## src/rtl/hazard_scheduler.sv

```systemverilog
// ============================================================================
// hazard_scheduler : in-order issue control with a 3-deep destination
//                    scoreboard, branch wait/flush and jump bubble handling.
// Revision 1.0 - initial release
// ============================================================================
`default_nettype none

module hazard_scheduler #(
    parameter int BR_TIMEOUT = 7
) (
    input  logic        clock,
    input  logic        reset,
    input  logic [31:0] instr,
    input  logic        branch_resolved,
    input  logic        branch_taken,
    output logic        issue,
    output logic        pc_write,
    output logic        flush,
    output logic [4:0]  rd_fut_1,
    output logic [4:0]  rd_fut_2,
    output logic [4:0]  rd_fut_3,
    output logic [5:0]  op_fut_1,
    output logic [5:0]  op_fut_2,
    output logic [7:0]  stall_count
);

    localparam logic [5:0] OP_RTYPE = 6'b000000;
    localparam logic [5:0] OP_J     = 6'b000010;
    localparam logic [5:0] OP_JAL   = 6'b000011;
    localparam logic [5:0] OP_BEQ   = 6'b000100;
    localparam logic [5:0] OP_BNE   = 6'b000101;
    localparam logic [5:0] OP_LW    = 6'b100011;
    localparam logic [5:0] OP_SW    = 6'b101011;
    localparam logic [5:0] FN_JR    = 6'b001000;
    localparam logic [2:0] BR_LAST  = 3'(BR_TIMEOUT - 1);

    typedef enum logic [1:0] {
        RUN     = 2'd0,
        BR_WAIT = 2'd1,
        FLUSH   = 2'd2,
        J_BUB   = 2'd3
    } state_t;

    state_t      state;
    logic [2:0]  br_cnt;

    logic [5:0]  opcode;
    logic [5:0]  func;
    logic [4:0]  rs;
    logic [4:0]  rt;
    logic [4:0]  dest;
    logic        use_rs;
    logic        use_rt;
    logic        hazard;
    logic        unused_shamt;

    assign opcode       = instr[31:26];
    assign func         = instr[5:0];
    assign rs           = instr[25:21];
    assign rt           = instr[20:16];
    assign unused_shamt = ^instr[10:6];

    function automatic logic in_flight(input logic [4:0] r);
        return (r != 5'd0) && ((r == rd_fut_1) || (r == rd_fut_2) || (r == rd_fut_3));
    endfunction

    always_comb begin
        dest   = 5'd0;
        use_rs = 1'b0;
        use_rt = 1'b0;
        if (opcode == OP_RTYPE) begin
            dest   = (func == FN_JR) ? 5'd0 : instr[15:11];
            use_rs = 1'b1;
            use_rt = 1'b1;
        end else if ((opcode[5:3] == 3'b001) || (opcode == OP_LW)) begin
            dest   = instr[20:16];
            use_rs = 1'b1;
        end else if ((opcode == OP_BEQ) || (opcode == OP_BNE) || (opcode == OP_SW)) begin
            use_rs = 1'b1;
            use_rt = 1'b1;
        end else if (opcode == OP_JAL) begin
            dest   = 5'd31;
        end
    end

    assign hazard   = (use_rs && in_flight(rs)) || (use_rt && in_flight(rt));
    // Gated by reset directly so the outputs drop the instant reset asserts.
    assign issue    = reset && (state == RUN) && !hazard;
    assign pc_write = issue;
    assign flush    = reset && (state == FLUSH);

    always_ff @(posedge clock or negedge reset) begin
        if (!reset) begin
            state       <= RUN;
            br_cnt      <= 3'd0;
            rd_fut_1    <= 5'd0;
            rd_fut_2    <= 5'd0;
            rd_fut_3    <= 5'd0;
            op_fut_1    <= 6'd0;
            op_fut_2    <= 6'd0;
            stall_count <= 8'd0;
        end else begin
            rd_fut_3 <= rd_fut_2;
            rd_fut_2 <= rd_fut_1;
            rd_fut_1 <= issue ? dest : 5'd0;
            op_fut_2 <= op_fut_1;
            op_fut_1 <= issue ? opcode : 6'd0;

            if (!issue && (stall_count != 8'hFF)) begin
                stall_count <= stall_count + 8'd1;
            end

            case (state)
                RUN: begin
                    if (issue && ((opcode == OP_BEQ) || (opcode == OP_BNE))) begin
                        state  <= BR_WAIT;
                        br_cnt <= 3'd0;
                    end else if (issue && ((opcode == OP_J) || (opcode == OP_JAL))) begin
                        state  <= J_BUB;
                    end
                end
                BR_WAIT: begin
                    if (branch_resolved) begin
                        state <= branch_taken ? FLUSH : RUN;
                    end else if (br_cnt == BR_LAST) begin
                        state <= RUN;
                    end else begin
                        br_cnt <= br_cnt + 3'd1;
                    end
                end
                FLUSH:   state <= RUN;
                J_BUB:   state <= RUN;
                default: state <= RUN;
            endcase
        end
    end

endmodule

`default_nettype wire

```

## config.mk

```make
export PLATFORM = sky130hd
export DESIGN_NAME = hazard_scheduler
export DESIGN_NICKNAME = d
export VERILOG_FILES = /design/src/rtl/hazard_scheduler.sv
export SDC_FILE = /design/constraint.sdc
export NUM_CORES = 1
export LEC_CHECK = 0
export ABC_CLOCK_PERIOD_IN_PS = 5750
export BUFFER_PORTS_ARGS = -buffer_cell sky130_fd_sc_hd__buf_4
export CAP_MARGIN = 20
export CORE_AREA = 5 5 89 91
export CTS_BUF_LIST = sky130_fd_sc_hd__clkbuf_8 sky130_fd_sc_hd__clkbuf_16
export DETAILED_ROUTE_END_ITERATION = 8
export DIE_AREA = 0 0 94 96
export HOLD_SLACK_MARGIN = 0.05
export PLACE_DENSITY = 0.61
export SLEW_MARGIN = 20
export SYNTH_ARGS = -nofsm -noshare
export SYNTH_HDL_FRONTEND = slang
export SYNTH_SLANG_ARGS = --single-unit
export TNS_END_PERCENT = 30
```

## constraint.sdc

```tcl
create_clock -name clock -period 5.75 [get_ports clock]
set_input_delay 1.15 -clock clock [delete_from_list [all_inputs] [get_ports clock]]
set_output_delay 1.15 -clock clock [all_outputs]
set_load 0.05 [all_outputs]
```

==> metrics <==
Finished Core Util=39.1%; compound-cell area share of the yosys netlist=7.42%; fraction of registers with async set/reset=100%; Port Buf Inserts=68; RSZ-0062 raised after global routing=false; clk sinks=40; post-route setup TNS=0 ps; post-CTS setup buffers=0; Filler Cells Inserted=723; Die Span X=94 um; Area growth syn-to-layout=34.2%; max-cap violation count=0; Slew headroom=63.5%; syn nets=234; largest area contributor in the netlist=dfrtp_1; diodes inserted=0; full die area=0.00902 mm2; Post-Synth XOR/XNOR Area=14.1%; Final Hold Vio Count=0; Critical Path RT=4600 ps; routed vias/inst=4.54; cts repair resizes=0; Yosys top cell area share=48.7%; Cell variety after synth=40; largest family of logic cells by synthesized area=simple AND/OR/NAND/NOR gates; post-detail-place hpwl=3840 um; Reg clk slew, reported paths=80 ps; FF/Latch Area=0.00100 mm2; simple-gate share of the synthesized area=23.5%; Synth area leaders=dfrtp_1 49%, xnor2_1 8.1%, xor2_1 6.0%, nor2_1 3.6%, nor3_1 3.2%; H-tree levels=2; Nets=304; Reg2Reg Depth=8; GRT Overall Usage=11.4%; Setup crit start=instr[20]; CTS Buf Count=5; core area=0.00706 mm2; Root Buffer Master=clkbuf_8; most frequent cells in the layout=69 x buf_4, 40 x dfrtp_1, 20 x nor2_1, 19 x xnor2_1, 14 x xor2_1; Yosys warnings=0; Synth Cell Area=0.00206 mm2; skew final=4.11 ps; latest clock arrival within the worst-skew pair=290 ps; DP Cell Count=357; first-pass GRT wire length=8140 um; CTS Hold Buffers Added=0; non-filler cells, final=365; Least-Margin Pin Slew=548 ps; net switching power=0.357 mW; post-synthesis sequential area ratio=48.7%; Startpoint Class=input port; Clock Path Buffers=2; pin count of the biggest net entering global routing=43; Reg-to-Reg Start=rd_fut_2[1]$_DFF_PN0_; vias after detailed routing=1657; combinational power share=35.5%; final period utilization=67.4%; FP Rows=31; fraction of layout cells with a size suffix above 1=32.7%; Hold/Removal Path Class=register to register; routability cong.=0.840; maximum vdd drop=0.232 mV; status=finished, final reports clean; Routed Antenna Nets=0; Avg WL per Cell=13.6 um; Routed WL=4950 um; Crit. End Element=primary output; total grt overflow=0; Lkg Pwr=1.31 nW; Internal=0.575 mW; Pins Over Slew Limit=0; Hold Crit Depth=0; multi-input logic area=996 um2; P per Cell Area=338 mW/mm2; num ports=74; Cells after Synth=195; TritonCTS clock tree=built; Final setup viols=0; vias in the first global route=1778; initial antenna violation count=0; Avg Inst Size Synth=10.5 um2; Initial DRT Pass Iterations=4; FF+latch count, synth=40; Clock power frac=24.7%; post-layout minimum cycle time=3870 ps; post-synthesis mux area share=1.64%; chip height=96 um; CP Class=input port to primary output; # DRC=0; Iter 0 DRT Violations=80; Seq pwr share=39.8%; adder-cell area share of the yosys netlist=1.82%; commonest non-fill, non-tap cell in the layout=buf_4; Worst Path Arrival=2720 ps; ys flop type=dfrtp_1; initial core utilization=29.1%; Sw Share=38.3%; Worst Path Max Fanout=21; fmax=258 MHz; Post-synth EDFFs=0; min-delay src=op_fut_1[3]$_DFF_PN0_
worst max-delay path: stages:
cell      delay [ps]
buf_4            140
or4_1            510
nor2_1           100
nor3_1            60
o31ai_1           70
o2111a_1         220
buf_4            230
buf_4            240
power by group through the flow:
stage	registers, mW	logic [mW]	clock network [mW]
after floorplan	0.492	0.106	0
after global routing	0.381	0.361	0.253
final	0.371	0.331	0.230
after global placement	0.375	0.329	0
after CTS	0.372	0.336	0.237
after detailed placement	0.376	0.336	0
cells in the mapped netlist, drive strengths merged (2+ instances only):
library cell  count
nand3b            3
xnor2            19
nor2b             2
nand2             8
a21oi            11
nor3b             7
mux2              3
and2              6
o21ai             4
and3              4
nand2b            2
xor2             14
nor2             20
ha                3
o32a              2
inv               3
nand3            10
nor3             13
dfrtp            40
buf               6
per-layer routing:
layer  routed length (um)  global-route usage [%]  vias up
met1                 2130                    13.8      794
met5                    0                       0        -
met4                   55                    3.61        0
met2                 2470                    19.7       46
li1                     -                       -      811
met3                  301                    3.36        6
flip-flops by register name (all words and copies together), names as in the netlist:
register,flops
br_cnt,3
op_fut_1,6
op_fut_2,6
rd_fut_1,5
rd_fut_2,5
rd_fut_3,5
stall_count,8
state,2
path summary, 6_finish.rpt:
| check | end | slack, ps |
|---|---|---|
| setup / recovery | pc_write | 1880 |
| hold / removal | op_fut_2[3]$_DFF_PN0_ | 380 |
| setup reg to reg | stall_count[1]$_DFFE_PN0P_ | 3650 |
| hold reg to reg | op_fut_2[3]$_DFF_PN0_ | 380 |
| max in group asynchronous | rd_fut_1[1]$_DFF_PN0_ | 4540 |
| min in group asynchronous | op_fut_2[1]$_DFF_PN0_ | 840 |
cell families (layout without fill, tap and decap cells):
logic type,after synthesis,after routing
simple gates,83,83
flops,40,40
xor+xnor,33,33
compound gates,24,24
buf+inv,9,80
fa+ha+maj,3,3
mux,3,3
through the flow:
step / hold WS, ps / area (um2) / power, mW / setup slack [ps]
2_1_floorplan: 458 / 2060 / 0.598 / 2010
3_3_place_gp: 358 / 2650 / 0.704 / 1860
3_5_place_dp: 362 / 2650 / 0.712 / 1870
4_1_cts: 381 / 2760 / 0.946 / 1860
5_1_grt: 398 / 2760 / 0.994 / 1750
6_report: 379 / 2760 / 0.932 / 1880
area by class of cell:
cell class                 instances  share of cell area (%)
multi-input combinational        146                    36.1
sequential                        40                    36.2
clock buffer                       5                    2.49
timing repair buffer              69                    18.8
tap                               99                    4.49
clock inverter                     3                    1.54
inverter                           3                   0.408
(Power assumes the default switching activity.)
